===== config.mk =====
export PLATFORM = sky130hd
export DESIGN_NAME = updown_counter_param
export DESIGN_NICKNAME = d
export VERILOG_FILES = /design/src/rtl/updown_counter_param.sv
export SDC_FILE = /design/constraint.sdc
export NUM_CORES = 1
export LEC_CHECK = 0
export BUFFER_PORTS_ARGS = -buffer_cell sky130_fd_sc_hd__buf_2
export CAP_MARGIN = 15
export CORE_AREA = 4 4 41 43
export DETAILED_ROUTE_END_ITERATION = 8
export DIE_AREA = 0 0 45 47
export PLACE_DENSITY = 0.62
export SLEW_MARGIN = 10
export SYNTH_ARGS = -nofsm -noshare
export SYNTH_HDL_FRONTEND = slang
export SYNTH_SLANG_ARGS = --single-unit
export TNS_END_PERCENT = 30

===== constraint.sdc =====
create_clock -name clk -period 1.68 [get_ports clk]
set_input_delay 0.084 -clock clk [delete_from_list [all_inputs] [get_ports clk]]
set_output_delay 0.084 -clock clk [all_outputs]
set_load 0.02 [all_outputs]

===== src/rtl/updown_counter_param.sv =====
// Parametrised synchronous up/down counter with wrap or saturate behaviour,
// sync clear, parallel load and registered overflow/underflow pulses.
module updown_counter_param #(
    parameter int WIDTH    = 3,
    parameter int MAX_VAL  = 2**WIDTH-1,
    parameter int STEP     = 1,
    parameter bit SATURATE = 1'b0
) (
    input  logic             clk,
    input  logic             rst,
    input  logic             clr,
    input  logic             load,
    input  logic [WIDTH-1:0] load_val,
    input  logic             en,
    input  logic             up,
    output logic [WIDTH-1:0] q,
    output logic             ovf,
    output logic             udf,
    output logic             at_max,
    output logic             at_zero
);

    localparam logic [WIDTH:0]   MAX_W  = (WIDTH+1)'(MAX_VAL);
    localparam logic [WIDTH:0]   STEP_W = (WIDTH+1)'(STEP);
    localparam logic [WIDTH:0]   MOD_W  = (WIDTH+1)'(MAX_VAL + 1);
    localparam logic [WIDTH:0]   UP_LIM = MAX_W - STEP_W;
    localparam logic [WIDTH-1:0] MAX_Q  = WIDTH'(MAX_VAL);

    logic [WIDTH:0]   q_ext;
    logic [WIDTH:0]   ld_ext;
    logic [WIDTH-1:0] q_nxt;
    logic             ovf_nxt;
    logic             udf_nxt;

    assign q_ext  = {1'b0, q};
    assign ld_ext = {1'b0, load_val};

    // All compares and wrap sums are done one bit wider so q+STEP cannot alias.
    always_comb begin
        q_nxt   = q;
        ovf_nxt = 1'b0;
        udf_nxt = 1'b0;
        if (clr) begin
            q_nxt = '0;
        end else if (load) begin
            q_nxt = (ld_ext > MAX_W) ? MAX_Q : load_val;
        end else if (en) begin
            if (up) begin
                if (q_ext <= UP_LIM) begin
                    q_nxt = WIDTH'(q_ext + STEP_W);
                end else begin
                    q_nxt   = SATURATE ? MAX_Q : WIDTH'(q_ext + STEP_W - MOD_W);
                    ovf_nxt = 1'b1;
                end
            end else begin
                if (q_ext >= STEP_W) begin
                    q_nxt = WIDTH'(q_ext - STEP_W);
                end else begin
                    q_nxt   = SATURATE ? '0 : WIDTH'(q_ext + MOD_W - STEP_W);
                    udf_nxt = 1'b1;
                end
            end
        end
    end

    always_ff @(posedge clk or negedge rst) begin
        if (!rst) begin
            q   <= '0;
            ovf <= 1'b0;
            udf <= 1'b0;
        end else begin
            q   <= q_nxt;
            ovf <= ovf_nxt;
            udf <= udf_nxt;
        end
    end

    assign at_max  = (q == MAX_Q);
    assign at_zero = (q == '0);

endmodule


---- Word level (Yosys, flattened, before mapping) ----
Index checks and enable logic that the tools add are counted.
word-level totals
  logic and storage cells ................. 31
  memory bits (writable) .................. 0
  output and inout bits ................... 7
  bits in latches ......................... 0
  memories kept ........................... 0
  ROM bits ................................ 0
  register bits after elaboration ......... 5
operators by class
  muxes and demuxes ....................... 17
  eq/ne operators ......................... 1
  multipliers ............................. 0
  bitwise logic cells ..................... 0
  $add $sub $neg .......................... 5
  magnitude comparators ................... 3
  reductions and logical operators ........ 2
  shift-type cells ........................ 0
  divide/modulo/power cells ............... 0
operators with widths
  operator                                                            number
  2-to-1 mux 3 bit                                                    7
  2-to-1 mux 1 bit                                                    10
  subtractor 3 x 1 -> 3 bit (second input constant)                   3
  adder 3 x 1 -> 3 bit (second input constant)                        2
  equality test 3 bit (second input constant)                         1
  greater-or-equal comparator 3 x 1 -> 1 bit (second input constant)  1
  > comparator 3 bit (second input constant)                          1
  <= comparator 3 bit (second input constant)                         1
  zero test 3 bit                                                     1
  nonzero test 3 bit                                                  1

---- Logic depth before layout (Yosys ltp) ----
Gate-level depths: netlist of run 1.
  word-level depth ........................ 7
  gate-level depth with buffers ........... 6
  mapped depth without buffers ............ 6

---- Worst setup path before layout of run 1 ----
OpenSTA, ideal clock, no wires.
  path type ............................... register to register
  start ................................... reg q[0]
  end ..................................... reg q[2]
  arrival ................................. 1.449 ns
  path slack .............................. 0.112 ns
  stages on the path, launching flop included .. 7
  cells stage by stage .................... dfrtp_1 ha_1 ha_1 nand2b_1 a22oi_1 a2bb2oi_1 nor2_1
on the way
  word-level cells in the longest chain between the ends .. 7
  elaborated cells on any way between the ends .. 13
  classes of those cells .................. add/sub (5); order compare (2); mux (6)
RTL lines
  what                                          line        RTL
  from (decl)                                   16          output logic [WIDTH-1:0] q,
  from (signal assigned)                        72          q <= q_nxt;
  adder 3 x 1 -> 3 bit (on tied branches)       59, 50, 52
  subtractor 3 x 1 -> 3 bit (on tied branches)  59, 52
  2-to-1 mux 3 bit (on tied branches)           56, 49
  2-to-1 mux 3 bit *                            48          if (up) begin
  2-to-1 mux 3 bit *                            47          end else if (en) begin
  2-to-1 mux 3 bit *                            45          end else if (load) begin
  2-to-1 mux 3 bit *                            43          if (clr) begin
Mark *: on every way between the ends. The rest lies on a longest branch, timed or not. The select of a mux whose other input is x is not followed.
A chain may end at the register's enable or synchronous reset.

---- Worst setup path after layout of run 1 ----
Ends and elaborated chain as after synthesis.

==> flow_summary.json, run 1 <==
{
  "finClkSkew_ns": 0.00176,
  "cell_row_count": 13,
  "achievable-frequency_mhz": 671,
  "worst_setup_hold_path_clk_slew_ns": 0.04,
  "number_of_warning_messages_in_the_yosys_log": 0,
  "endpoint_kind": "register",
  "placeableCoreArea_um2": 1300,
  "powerDensity_nw_per_um2": 743,
  "final.setup.tns_ns": 0,
  "clockBufferDepth": 2,
  "run_status": "finished, final reports clean",
  "nNetsFinal": 76,
  "period_needed_ns": 1.49,
  "detailedPlacementHpwl_um": 680,
  "reg2reg_depth": 6,
  "num-fill-cells": 151,
  "area_growth_syn_to_fin_pct": 40.5,
  "critical_path.reg2reg.startpoint": "q[0]",
  "synth_async_sr_flop_share_pct": 100,
  "max-vdd-ir-drop_mv": 0.326,
  "crit_path_start_kind": "register",
  "synth_top_cell_area_share_pct": 34.4,
  "antenna_left": 0,
  "end_of_the_worst_register_to_register_path": "q[2]",
  "die_width_um": 45,
  "ctsHtreeMaxLevel": 1,
  "most_used_standard_cell_by_instance_count_after_synthesis": "sky130_fd_sc_hd__ha_1",
  "detailroute.via_count": 348,
  "drv.max_cap_violation_count": 0,
  "worstMarginPinSlew_ns": 0.214,
  "timing.slew.headroom_pct": 85.7,
  "cell_variety_after_synth": 18,
  "detail_route.iter0.violations": 7,
  "wl_um": 799,
  "crit_path_kind": "register to register",
  "synth-edff-count": 0,
  "syn-cell-area_um2": 364,
  "worst_ep_arrival_time_ns": 1.62,
  "r2r_setup_slack_ns": 0.19,
  "grt_start_max_net_pins": 9,
  "finalHoldViolations": 0,
  "critical_path.startpoint": "q[0]",
  "tritoncts_num_sinks": 5,
  "diodes": 0,
  "vias_per_instance": 4.64,
  "gp_routability_congestion": 0.701,
  "top_ports": 16,
  "multiInputGateArea_um2": 219,
  "wire_length_of_the_first_global_routing_pass_um": 1430,
  "timing.hold.ws_ns": 0.0380,
  "timing.final.setup_violations": 0,
  "synthTopCellsByArea": "sky130_fd_sc_hd__dfrtp_1, sky130_fd_sc_hd__ha_1, sky130_fd_sc_hd__nor2_1",
  "netlist.top_cell.by_area": "sky130_fd_sc_hd__dfrtp_1",
  "netlist_top_cells_count": "sky130_fd_sc_hd__ha_1, sky130_fd_sc_hd__dfrtp_1, sky130_fd_sc_hd__nor2_1, sky130_fd_sc_hd__inv_1",
  "timing.final.crit_share_pct": 88.7,
  "number_of_antenna_violations_at_the_first_check_in_global_routing": 0,
  "ys_seq_area_share_pct": 34.4,
  "die-area_um2": 2120,
  "cellLeakagePower_nw": 0.279,
  "clock_latency_ns": 0.24,
  "worstHoldPathType": "input port to register",
  "avgSynthCellArea_um2": 9.58,
  "preCtsSetupSlack_ns": 0.207,
  "drc": 0,
  "die_h_um": 47,
  "cts_buffers": 3,
  "postLayoutSetupSlackWorst_ns": 0.190,
  "synth_fp_nets": 53,
  "global_route.usage.total_pct": 10.3,
  "cts-root-buf": "sky130_fd_sc_hd__clkbuf_4",
  "crit_required_ns": 1.81,
  "initial_core_util_pct": 28.0,
  "synth_seq_cells": 5,
  "largest_fanout_on_the_critical_path": 3,
  "netlist_instances": 38,
  "seqCellArea_um2": 125,
  "port_buffers": 15,
  "postSynth.topFlopCell": "sky130_fd_sc_hd__dfrtp_1",
  "clock_tree_from_tritoncts": "yes",
  "layout-drive-gt1-share_pct": 38.3,
  "route.detailed.wl_per_inst_um": 10.7,
  "grt_overflow_total": 0,
  "detailedRoute.firstPassIterationCount": 4,
  "drv_slew": 0,
  "first_global_vias": 359,
  "grt_setup_unrepaired": "false",
  "crit_end": "q[2]"
}
-- metrics by stage --
step                area (µm²)  util, %  cells  power [W]
finish                     512     39.3     75   0.000380
floorplan                  364        -     38   0.000201
CTS                        512     39.3     75   0.000389
global placement           475     36.5     70   0.000243
detailed placement         475     36.5     70   0.000243
global route               512     39.3     75   0.000417
-- timing repair --
item | in CTS | in global routing
buffers inserted | 0 | 0
hold endpoints to repair | 5 | 0
resized for setup | 0 | 0
hold buffers | 1 | 0
-- routing by layer --
| layer | vias to the layer above | part of all wire [%] | GRT usage [%] |
|---|---|---|---|
| li1 | 171 | - | - |
| met1 | 160 | 42 | 11.8 |
| met2 | 17 | 47 | 14.7 |
| met3 | 0 | 11 | 6.90 |
| met4 | 0 | 0 | 5.26 |
| met5 | - | 0 | 0 |
-- critical path: stages (launching register included) --
cell and delay (ns):
sky130_fd_sc_hd__dfrtp_1 0.39, sky130_fd_sc_hd__ha_1 0.20, sky130_fd_sc_hd__ha_1 0.26, sky130_fd_sc_hd__nand2b_1 0.15, sky130_fd_sc_hd__a22oi_1 0.16, sky130_fd_sc_hd__a2bb2oi_1 0.17, sky130_fd_sc_hd__nor2_1 0.05
-- flip-flops by register name (all words and copies together) (netlist names) --
signal / count
ovf: 1
q: 3
udf: 1
-- area by class of cell --
cell class	count	area share, %
clock buffers	4	5.13
well taps	15	3.67
multi-input cells	28	42.8
repair buffers	19	21.0
flip-flops and latches	5	24.4
inverters	4	2.93
-- cell families after synthesis --
| kind of cell | synth area share [%] |
|---|---|
| AOI/OAI and AO/OA | 9.62 |
| DFF | 34.4 |
| xor gates and xnor gates | 7.22 |
| buffers and inverters | 5.50 |
| adders and majority gates | 20.6 |
| and+or+nand+nor | 22.7 |
-- how the worst min path moves through the flow --
stage                       to  slack [ns]  start  depth (start not counted)
after global routing      q[2]        0.03    clr                          2
after CTS                 q[2]        0.03    clr                          2
final                     q[2]        0.04    clr                          2
after detailed placement   udf        -0.1    rst                          1
after floorplan            ovf       -0.21    rst                          0
after global placement     udf        -0.1    rst                          1
-- layout by cell type, fill, tap and decap left out, drive strengths merged, types with 2 or more instances in the layout --
master	instances
inv	4
nor2	5
clkbuf	4
nand2b	2
a21oi	2
nor2b	2
nor3	2
dfrtp	5
xnor2	2
buf	18
ha	6
-- where the power goes --
| part | leakage (nW) | total [W] | internal, W | switching, W |
|---|---|---|---|---|
| clock | 0.0150 | 0.000137 | 0.0000897 | 0.0000475 |
| combinational | 0.197 | 0.000111 | 0.0000520 | 0.0000595 |
| sequential | 0.0670 | 0.000131 | 0.000127 | 0.00000421 |
(Power assumes the default switching activity.)
==> inputs of run 2 (changes only) <==
==> constraint.sdc (replaced) <==
create_clock -name clk -period 1.68 [get_ports clk]
set_input_delay 0.336 -clock clk [delete_from_list [all_inputs] [get_ports clk]]
set_output_delay 0.336 -clock clk [all_outputs]
set_load 0.02 [all_outputs]
==> run 2 against run 1 <==
Clock power is essentially flat. Non-clock buffer count shrank 1. Combinational power shrank 5%. Sequential power grew 3%. Core utilization shrank 0.58 points. Worst hold slack gained 0.26 ns. Wire length grew 3.5%. Largest power group unchanged. Power grew 0.38%. Sequential share of layout area grew 0.36 points.
==> flow_summary.json, run 2 (same netlist as run 1, synthesis figures left out) <==
{
  "run_status": "finished, final reports clean",
  "clockBufferDepth": 2,
  "layout_common_cells": "sky130_fd_sc_hd__buf_2, sky130_fd_sc_hd__ha_1, sky130_fd_sc_hd__nor2_1, sky130_fd_sc_hd__dfrtp_1, sky130_fd_sc_hd__inv_1",
  "period_needed_ns": 1.53,
  "timing.slew.headroom_pct": 82.0,
  "detailroute.via_count": 332,
  "critical_path.startpoint": "q[0]",
  "dp.cells": 69,
  "final.setup.tns_ns": 0,
  "detail_route.iter0.violations": 1,
  "r2r_setup_slack_ns": 0.17,
  "powerDensity_nw_per_um2": 756,
  "critical_path.reg2reg.startpoint": "q[0]",
  "endpoint_kind": "primary output",
  "finClkSkew_ns": 0.00618,
  "cts_buffers": 3,
  "ctsHtreeMaxLevel": 1,
  "largest_register_ff_count": 3,
  "cts-root-buf": "sky130_fd_sc_hd__clkbuf_4",
  "timing.final.crit_share_pct": 91.0,
  "timing.hold.ws_ns": 0.295,
  "vias_per_instance": 4.49,
  "final_cell_count_no_fill": 74,
  "worstMarginPinSlew_ns": 0.270,
  "crit_required_ns": 1.34,
  "area_growth_syn_to_fin_pct": 38.5,
  "die_h_um": 47,
  "clock_latency_ns": 0.24,
  "gp_routability_congestion": 0.727,
  "die-area_um2": 2120,
  "antenna_left": 0,
  "crit_path_start_kind": "register",
  "number_of_antenna_violations_at_the_first_check_in_global_routing": 0,
  "detailedPlacementHpwl_um": 665,
  "port_buffers": 15,
  "nNetsFinal": 75,
  "end_of_the_worst_register_to_register_path": "q[2]",
  "crit_path_kind": "register to primary output",
  "max-vdd-ir-drop_mv": 0.243,
  "placeableCoreArea_um2": 1300,
  "route.detailed.wl_per_inst_um": 11.2,
  "cellLeakagePower_nw": 0.274,
  "clock_tree_from_tritoncts": "yes",
  "largest_fanout_on_the_critical_path": 3,
  "worstHoldPathType": "input port to register",
  "first_global_vias": 328,
  "mostFrequentLayoutCell": "sky130_fd_sc_hd__buf_2",
  "cts_repair_resize_count": 0,
  "placement.cell_area_um2": 468,
  "grt_overflow_total": 0,
  "worst_ep_arrival_time_ns": 1.19,
  "initial_core_util_pct": 28.0,
  "tritoncts_num_sinks": 5,
  "postLayoutSetupSlackWorst_ns": 0.152,
  "finalInstanceArea_um2": 504,
  "grt_setup_unrepaired": "false",
  "worst_setup_hold_path_clk_slew_ns": 0.04,
  "timing.final.setup_violations": 0,
  "wl_um": 827,
  "drv.max_cap_violation_count": 0,
  "largest_registers": "q (3), ovf (1), udf (1)",
  "cell_row_count": 13,
  "reg2reg_depth": 6,
  "wire_length_of_the_first_global_routing_pass_um": 1340,
  "diodes": 0,
  "drv_slew": 0,
  "layout-drive-gt1-share_pct": 37.3,
  "achievable-frequency_mhz": 654,
  "max_flop_register": "q",
  "drc": 0,
  "detailedRoute.firstPassIterationCount": 2,
  "grt_start_max_net_pins": 9,
  "global_route.usage.total_pct": 9.54,
  "finalHoldViolations": 0,
  "die_width_um": 45,
  "crit_end": "at_zero",
  "top_ports": 16,
  "preCtsSetupSlack_ns": 0.175
}
## run 2: area by class of cell
type / count / area, µm²
inverter: 4 / 15.0
fill: 145 / 797
multi-input combinational: 28 / 219
timing repair buffer: 18 / 100
tap: 15 / 18.8
sequential: 5 / 125
clock buffer: 4 / 26.3
## run 2: critical path, cell delays in order, from the launching register on
cell,delay (ns)
sky130_fd_sc_hd__dfrtp_1,0.40
sky130_fd_sc_hd__inv_1,0.12
sky130_fd_sc_hd__ha_1,0.16
sky130_fd_sc_hd__nor2b_1,0.12
sky130_fd_sc_hd__buf_2,0.17
## run 2: repair_timing
| item | 4_1_cts | 5_1_grt |
|---|---|---|
| hold buffers | 1 | 0 |
| endpoints found under the hold margin | 5 | 0 |
| buffers inserted | 0 | 0 |
## run 2: how the worst min path moves through the flow
stage                     from  endpoint  cells after the start
after floorplan            rst       ovf                      0
after global placement     rst       udf                      1
after detailed placement   rst       ovf                      1
after CTS                  clr      q[2]                      2
after global routing       clr      q[2]                      2
final                      clr      q[2]                      2
## run 2: power by group
part / switching (W) / total, W / internal [W] / leakage [nW]
clock: 0.0000505 / 0.000140 / 0.0000899 / 0.0150
sequential: 0.00000819 / 0.000135 / 0.000127 / 0.0670
combinational: 0.0000559 / 0.000106 / 0.0000499 / 0.192
total: 0.000115 / 0.000381 / 0.000267 / 0.274
## run 2: per-stage QoR
step,utilization [%],total power [W]
after detailed placement,36.0,0.000242
after CTS,38.8,0.000390
after floorplan,-,0.000201
final,38.8,0.000381
after global placement,36.0,0.000240
after global routing,38.8,0.000404
## run 2: per-layer routing
layer,global-route usage [%],part of all wire (%),wire length (µm),vias up
met5,0,0,0,-
met4,7.02,0,0,0
met3,4.60,12,96,0
met2,13.8,41,339,15
met1,10.9,47,391,149
li1,-,-,-,168
